$ cat src/rtl/dm_pkg.sv
// Shared encodings for the display source arbiter: mode codes, FSM states and source limits.
package dm_pkg;

  localparam int MAX_SRC = 4;

  localparam logic [1:0] MODE_AUTO   = 2'b00;
  localparam logic [1:0] MODE_MANUAL = 2'b01;
  localparam logic [1:0] MODE_FREEZE = 2'b10;

  typedef enum logic [1:0] {
    ST_IDLE = 2'd0,
    ST_SEEK = 2'd1,
    ST_LOAD = 2'd2,
    ST_SHOW = 2'd3
  } state_t;

  // The unused code 11 behaves exactly like FREEZE everywhere, including prog.
  function automatic logic [1:0] mode_eff_f(input logic [1:0] m);
    return (m == 2'b11) ? MODE_FREEZE : m;
  endfunction

endpackage

$ cat src/rtl/dspl_src_arbiter_dwell_timer.sv
// Dwell counter: counts while en, clears on clr, pulses tc on the cycle the count sits at DWELL-1.
module dwell_timer #(
  parameter int DWELL = 100_000_000,
  parameter int CNT_W = 27
) (
  input  logic clock,
  input  logic reset,
  input  logic clr,
  input  logic en,
  output logic tc
);

  logic [CNT_W-1:0] cnt;

  assign tc = en && !clr && (cnt == CNT_W'(DWELL - 1));

  always_ff @(posedge clock) begin
    if (reset || clr) begin
      cnt <= '0;
    end else if (en) begin
      cnt <= tc ? '0 : cnt + CNT_W'(1);
    end
  end

endmodule

$ cat src/rtl/dspl_src_arbiter.sv
// Picks one requesting source for the 8-digit display (auto round-robin, manual step or frozen)
// and drives its word, index and status onto registered display outputs.
module dspl_src_arbiter
  import dm_pkg::*;
#(
  parameter int N_SRC = 4,
  parameter int DWELL = 100_000_000,
  parameter int CNT_W = 27
) (
  input  logic                 clock,
  input  logic                 reset,
  input  logic [N_SRC-1:0]     req,
  input  logic [16*N_SRC-1:0]  src_data,
  input  logic [1:0]           mode,
  input  logic                 btn_next,
  output logic [N_SRC-1:0]     ack,
  output logic [15:0]          data_2,
  output logic [1:0]           module_d,
  output logic [2:0]           prog
);

  state_t                  state;
  logic [1:0]              sel;
  logic [1:0]              cand;
  logic [2:0]              misses;
  logic                    no_src;
  logic [1:0]              mode_r;
  logic [1:0]              prog_mode;

  logic [1:0]              mode_eff;
  logic                    mode_chg;
  logic [MAX_SRC-1:0]      req_pad;
  logic [16*MAX_SRC-1:0]   data_pad;
  logic [1:0]              widx;
  logic [15:0]             word;
  logic [MAX_SRC-1:0]      oh;
  logic                    tmr_clr;
  logic                    tmr_en;
  logic                    tc;
  logic                    advance;

  function automatic logic [1:0] nxt(input logic [1:0] i);
    return (i == 2'(N_SRC - 1)) ? 2'd0 : i + 2'd1;
  endfunction

  assign mode_eff = mode_eff_f(mode);
  assign mode_chg = (mode != mode_r);
  assign req_pad  = MAX_SRC'(req);
  assign data_pad = (16*MAX_SRC)'(src_data);
  assign widx     = (state == ST_LOAD) ? cand : sel;
  assign word     = data_pad[{widx, 4'b0000} +: 16];
  assign oh       = MAX_SRC'(1) << cand;

  // The counter only runs while showing in AUTO; any mode edit restarts the dwell.
  assign tmr_en  = (state == ST_SHOW) && (mode_eff == MODE_AUTO);
  assign tmr_clr = mode_chg || (state != ST_SHOW) || (mode_eff == MODE_MANUAL);

  assign advance = ((mode_eff == MODE_AUTO) && tc) ||
                   ((mode_eff == MODE_MANUAL) && btn_next);

  assign prog = {no_src, prog_mode};

  dwell_timer #(
    .DWELL (DWELL),
    .CNT_W (CNT_W)
  ) u_dwell (
    .clock (clock),
    .reset (reset),
    .clr   (tmr_clr),
    .en    (tmr_en),
    .tc    (tc)
  );

  always_ff @(posedge clock) begin
    if (reset) begin
      state     <= ST_IDLE;
      sel       <= 2'd0;
      cand      <= 2'd0;
      misses    <= 3'd0;
      data_2    <= 16'd0;
      module_d  <= 2'd0;
      ack       <= '0;
      no_src    <= 1'b1;
      mode_r    <= mode;
      prog_mode <= mode_eff;
    end else begin
      ack       <= '0;
      mode_r    <= mode;
      prog_mode <= mode_eff;
      case (state)
        ST_IDLE: begin
          data_2 <= 16'd0;
          no_src <= 1'b1;
          if (|req) begin
            state  <= ST_SEEK;
            cand   <= sel;
            misses <= 3'd0;
          end
        end
        ST_SEEK: begin
          if (req_pad[cand]) begin
            state <= ST_LOAD;
          end else begin
            cand <= nxt(cand);
            if (misses == 3'(N_SRC - 1)) begin
              state  <= ST_IDLE;
              data_2 <= 16'd0;
              no_src <= 1'b1;
            end else begin
              misses <= misses + 3'd1;
            end
          end
        end
        ST_LOAD: begin
          sel      <= cand;
          module_d <= cand;
          data_2   <= word;
          ack      <= oh[N_SRC-1:0];
          no_src   <= 1'b0;
          state    <= ST_SHOW;
        end
        ST_SHOW: begin
          // A vanished source wins over any advance and freezes the last shown word.
          if (!req_pad[sel]) begin
            state  <= ST_SEEK;
            cand   <= nxt(sel);
            misses <= 3'd0;
          end else begin
            data_2 <= word;
            if (advance) begin
              state  <= ST_SEEK;
              cand   <= nxt(sel);
              misses <= 3'd0;
            end
          end
        end
        default: state <= ST_IDLE;
      endcase
    end
  end

endmodule

$ cat config.mk
export PLATFORM = sky130hd
export DESIGN_NAME = dspl_src_arbiter
export DESIGN_NICKNAME = d
export VERILOG_FILES = /design/src/rtl/dm_pkg.sv /design/src/rtl/dspl_src_arbiter_dwell_timer.sv /design/src/rtl/dspl_src_arbiter.sv
export SDC_FILE = /design/constraint.sdc
export NUM_CORES = 1
export LEC_CHECK = 0
export CAP_MARGIN = 20
export CORE_MARGIN = 2
export CORE_UTILIZATION = 48
export DETAILED_ROUTE_END_ITERATION = 8
export GPL_TIMING_DRIVEN = 0
export PLACE_DENSITY = 0.78
export SYNTH_ARGS = -nofsm -noshare
export SYNTH_HDL_FRONTEND = slang
export SYNTH_SLANG_ARGS = --single-unit
export TNS_END_PERCENT = 1
$ cat constraint.sdc
create_clock -name clock -period 3.1 [get_ports clock]
set_input_delay 0.465 -clock clock [delete_from_list [all_inputs] [get_ports clock]]
set_output_delay 0.465 -clock clock [all_outputs]
set_load 0.1 [all_outputs]
==> metrics.md <==
| Metric | Value |
|---|---|
| Simple-gate share of the synthesized area | `24.60%` |
| Arrival time worst endpoint | `2.88 ns` |
| Storage cell area | `1261 um2` |
| # Post-CTS Setup Buffers | `0` |
| Worst Path Class, Setup | `register to register` |
| PwrDens | `459.6 nW/um2` |
| Port buffer count | `96` |
| CP Capture Type | `register` |
| Status | `completed` |
| Initial DRC Count | `68` |
| Area of the die | `7613 um2` |
| CP Max Fanout | `10` |
| I/O pin cnt | `98` |
| DRT Wirelength | `8.351 mm` |
| Post-synthesis sequential area ratio | `37.91%` |
| Vias in the first global route | `3050` |
| Period minus WS final | `2.673 ns` |
| Xor/xnor share of the synthesized area | `6.581%` |
| Core box area | `6756 um2` |
| Synth cell types | `46` |
| FILL cells | `550` |
| CP startpoint kind | `register` |
| Post-CTS Hold Buffers | `0` |
| Cells on worst reg2reg path | `8` |
| Router iterations before antenna repair | `4` |
| Mean Syn Cell Area | `9.090 um2` |
| Chip height | `87.26 um` |
| FP Rows | `30` |
| Final Hold Viols | `0` |
| Setup-failing EPs final | `0` |
| Hold path cells | `2` |
| Max clock buf depth | `2` |
| Synthesis-to-finish area growth | `39.26%` |
| Leading cell types in the layout, fill and taps excluded | `clkdlybuf4s50_1, dfxtp_1, nand2_1, nor2_1, nand3_1` |
| Async SR Flop Fraction | `0%` |
| Initial core utilization | `49.24%` |
| Area fraction in compound gates after synthesis | `7.146%` |
| Number of antenna violations at the first check in global routing | `0` |
| H-tree levels | `3` |
| DR vias | `3032` |
| Dpl cells | `542` |
| Clock Skew | `0.005272 ns` |
| Adder-cell share of the synthesized area | `4.137%` |
| Final worst slack | `0.4275 ns` |
| Gr usage total | `23.52%` |
| Peak supply drop | `256.3 uV` |
| Worst Max-Slew Pin Slew | `1.032 ns` |
| Critical Path RT | `3.31 ns` |
| Max-slew violations | `0` |
| Mux share of post-synthesis cell area | `15.64%` |
| Synth Flop Type | `dfxtp_1` |
| Slew margin rel. | `30.99%` |
| MaxCap Viol Count | `0` |
| Largest net degree at the start of global routing | `11` |
| Worst Setup SP | `state[0]` |
| F_max | `374.2 MHz` |
| CTS tree | `yes` |
| Largest family of logic cells by synthesized area | `simple AND/OR/NAND/NOR gates` |
| Area occupied by multi-input gates | `1933 um2` |
| Die width | `87.26 um` |
| Hold crit path type | `register to register` |
| Worst-Skew Late Latency | `0.34 ns` |
| Resize count post-CTS | `0` |
| Design area | `4633 um2` |
| DR WL/cell | `14.99 um` |
| Synthesized flop and latch total | `63` |
| Post-detail-place hpwl | `6.433 mm` |
| CTS root buf | `clkbuf_8` |
| Reg2reg start | `state[0]` |
| Leakage | `1.574 nW` |
| Worst hold start | `data_2[5]` |
| Post-Syn Nets | `450` |
| Post-route setup TNS | `0 ns` |
| Clk slew on worst S/H paths | `0.07 ns` |
| Crit share post-route | `86.21%` |
| Antenna Cells | `0` |
| DRC violation count after routing | `0` |
| Setup repair after global routing missed its margin | `no` |
| Grt ovf | `0` |
| Syn. warnings | `0` |
| First-pass GRT wire length | `13.86 mm` |
| Layout cell share with drive strength beyond 1 | `9.853%` |
| Placed cell area | `4388 um2` |
| Post-synth EDFFs | `0` |
| Post-Route Utilization | `68.57%` |
| Synth Instances | `366` |
| Layout Cells excl Fill | `557` |
| Routed Antenna Nets | `0` |
| Routability-driven placement congestion ratio | `0.8365` |
| CTS sink cnt | `63` |
| Layout Nets | `557` |
| Vias per cell | `5.443` |
| Commonest non-fill, non-tap cell in the layout | `clkdlybuf4s50_1` |
| CTS buffer count | `9` |
| Pre-CTS setup slack | `0.08018 ns` |
| Post-Syn Area | `3327 um2` |
==> final cells by class <==
cell class | count | share of cell area [%]
buffer | 21 | 1.971
clock buffer | 12 | 3.349
clock inverter | 3 | 1.944
inverter | 11 | 0.8912
multi-input combinational | 271 | 41.72
sequential | 63 | 27.22
tap | 80 | 2.160
timing repair buffer | 96 | 20.74
==> cells by family after synthesis <==
kind of cell | count (synthesis)
xor+xnor | 25
flops | 63
buf+inv | 32
simple gates | 168
mux | 29
fa+ha+maj | 11
compound gates | 38
==> power breakdown <==
group / total (mW) / switching (mW) / internal, mW
Sequential: 0.849 / 0.0190 / 0.830
Clock: 0.882 / 0.308 / 0.574
Combinational: 0.398 / 0.213 / 0.185
==> flip-flops by register name (all words and copies together), names as in the netlist, 3 cells and up <==
signal       cells
ack              4
data_2          16
misses           3
u_dwell.cnt     27
==> layer usage <==
layer,share of wire (%),global-route usage (%),up-vias
li1,-,-,1511
met1,40,26.02,1423
met2,51,40.08,90
met3,8.5,10.05,8
met4,1.1,8.671,0
met5,0,0,-
==> synth_stat cells, drive strengths merged (6+ instances only) <==
master	n	area [um2]
inv	11	41.29
nor3	8	40.04
nand3	29	145.1
clkbuf	12	45.04
xnor2	18	157.7
a21oi	24	135.1
nand4	9	56.30
nand2b	6	37.54
nor2	41	153.9
buf	9	46.29
ha	11	137.6
dfxtp	63	1261
nor4	6	37.54
mux2i	7	70.07
mux4	18	405.4
nand2	43	161.4
xor2	7	61.31
==> stage by stage <==
step | power (mW) | hold slack [ns]
after floorplan | 1.109 | 0.4347
after global routing | 2.213 | 0.4748
after CTS | 2.150 | 0.4578
after global placement | 1.254 | 0.4424
after detailed placement | 1.261 | 0.4488
final | 2.130 | 0.4550
==> critical path, stage by stage, from the launching register on <==
cell and delay [ns]:
dfxtp_1 0.42, inv_1 0.11, ha_1 0.21, buf_2 0.18, o21ai_2 0.48, buf_2 0.41, mux4_2 0.55, nand3_1 0.11
a21oi_1 0.07
==> worst paths after layout <==
path	end	slack, ns
min	data_2[5]	0.46
max reg2reg	data_2[11]	0.43
max	data_2[11]	0.43
min reg2reg	data_2[5]	0.46
(Power assumes the default switching activity.)
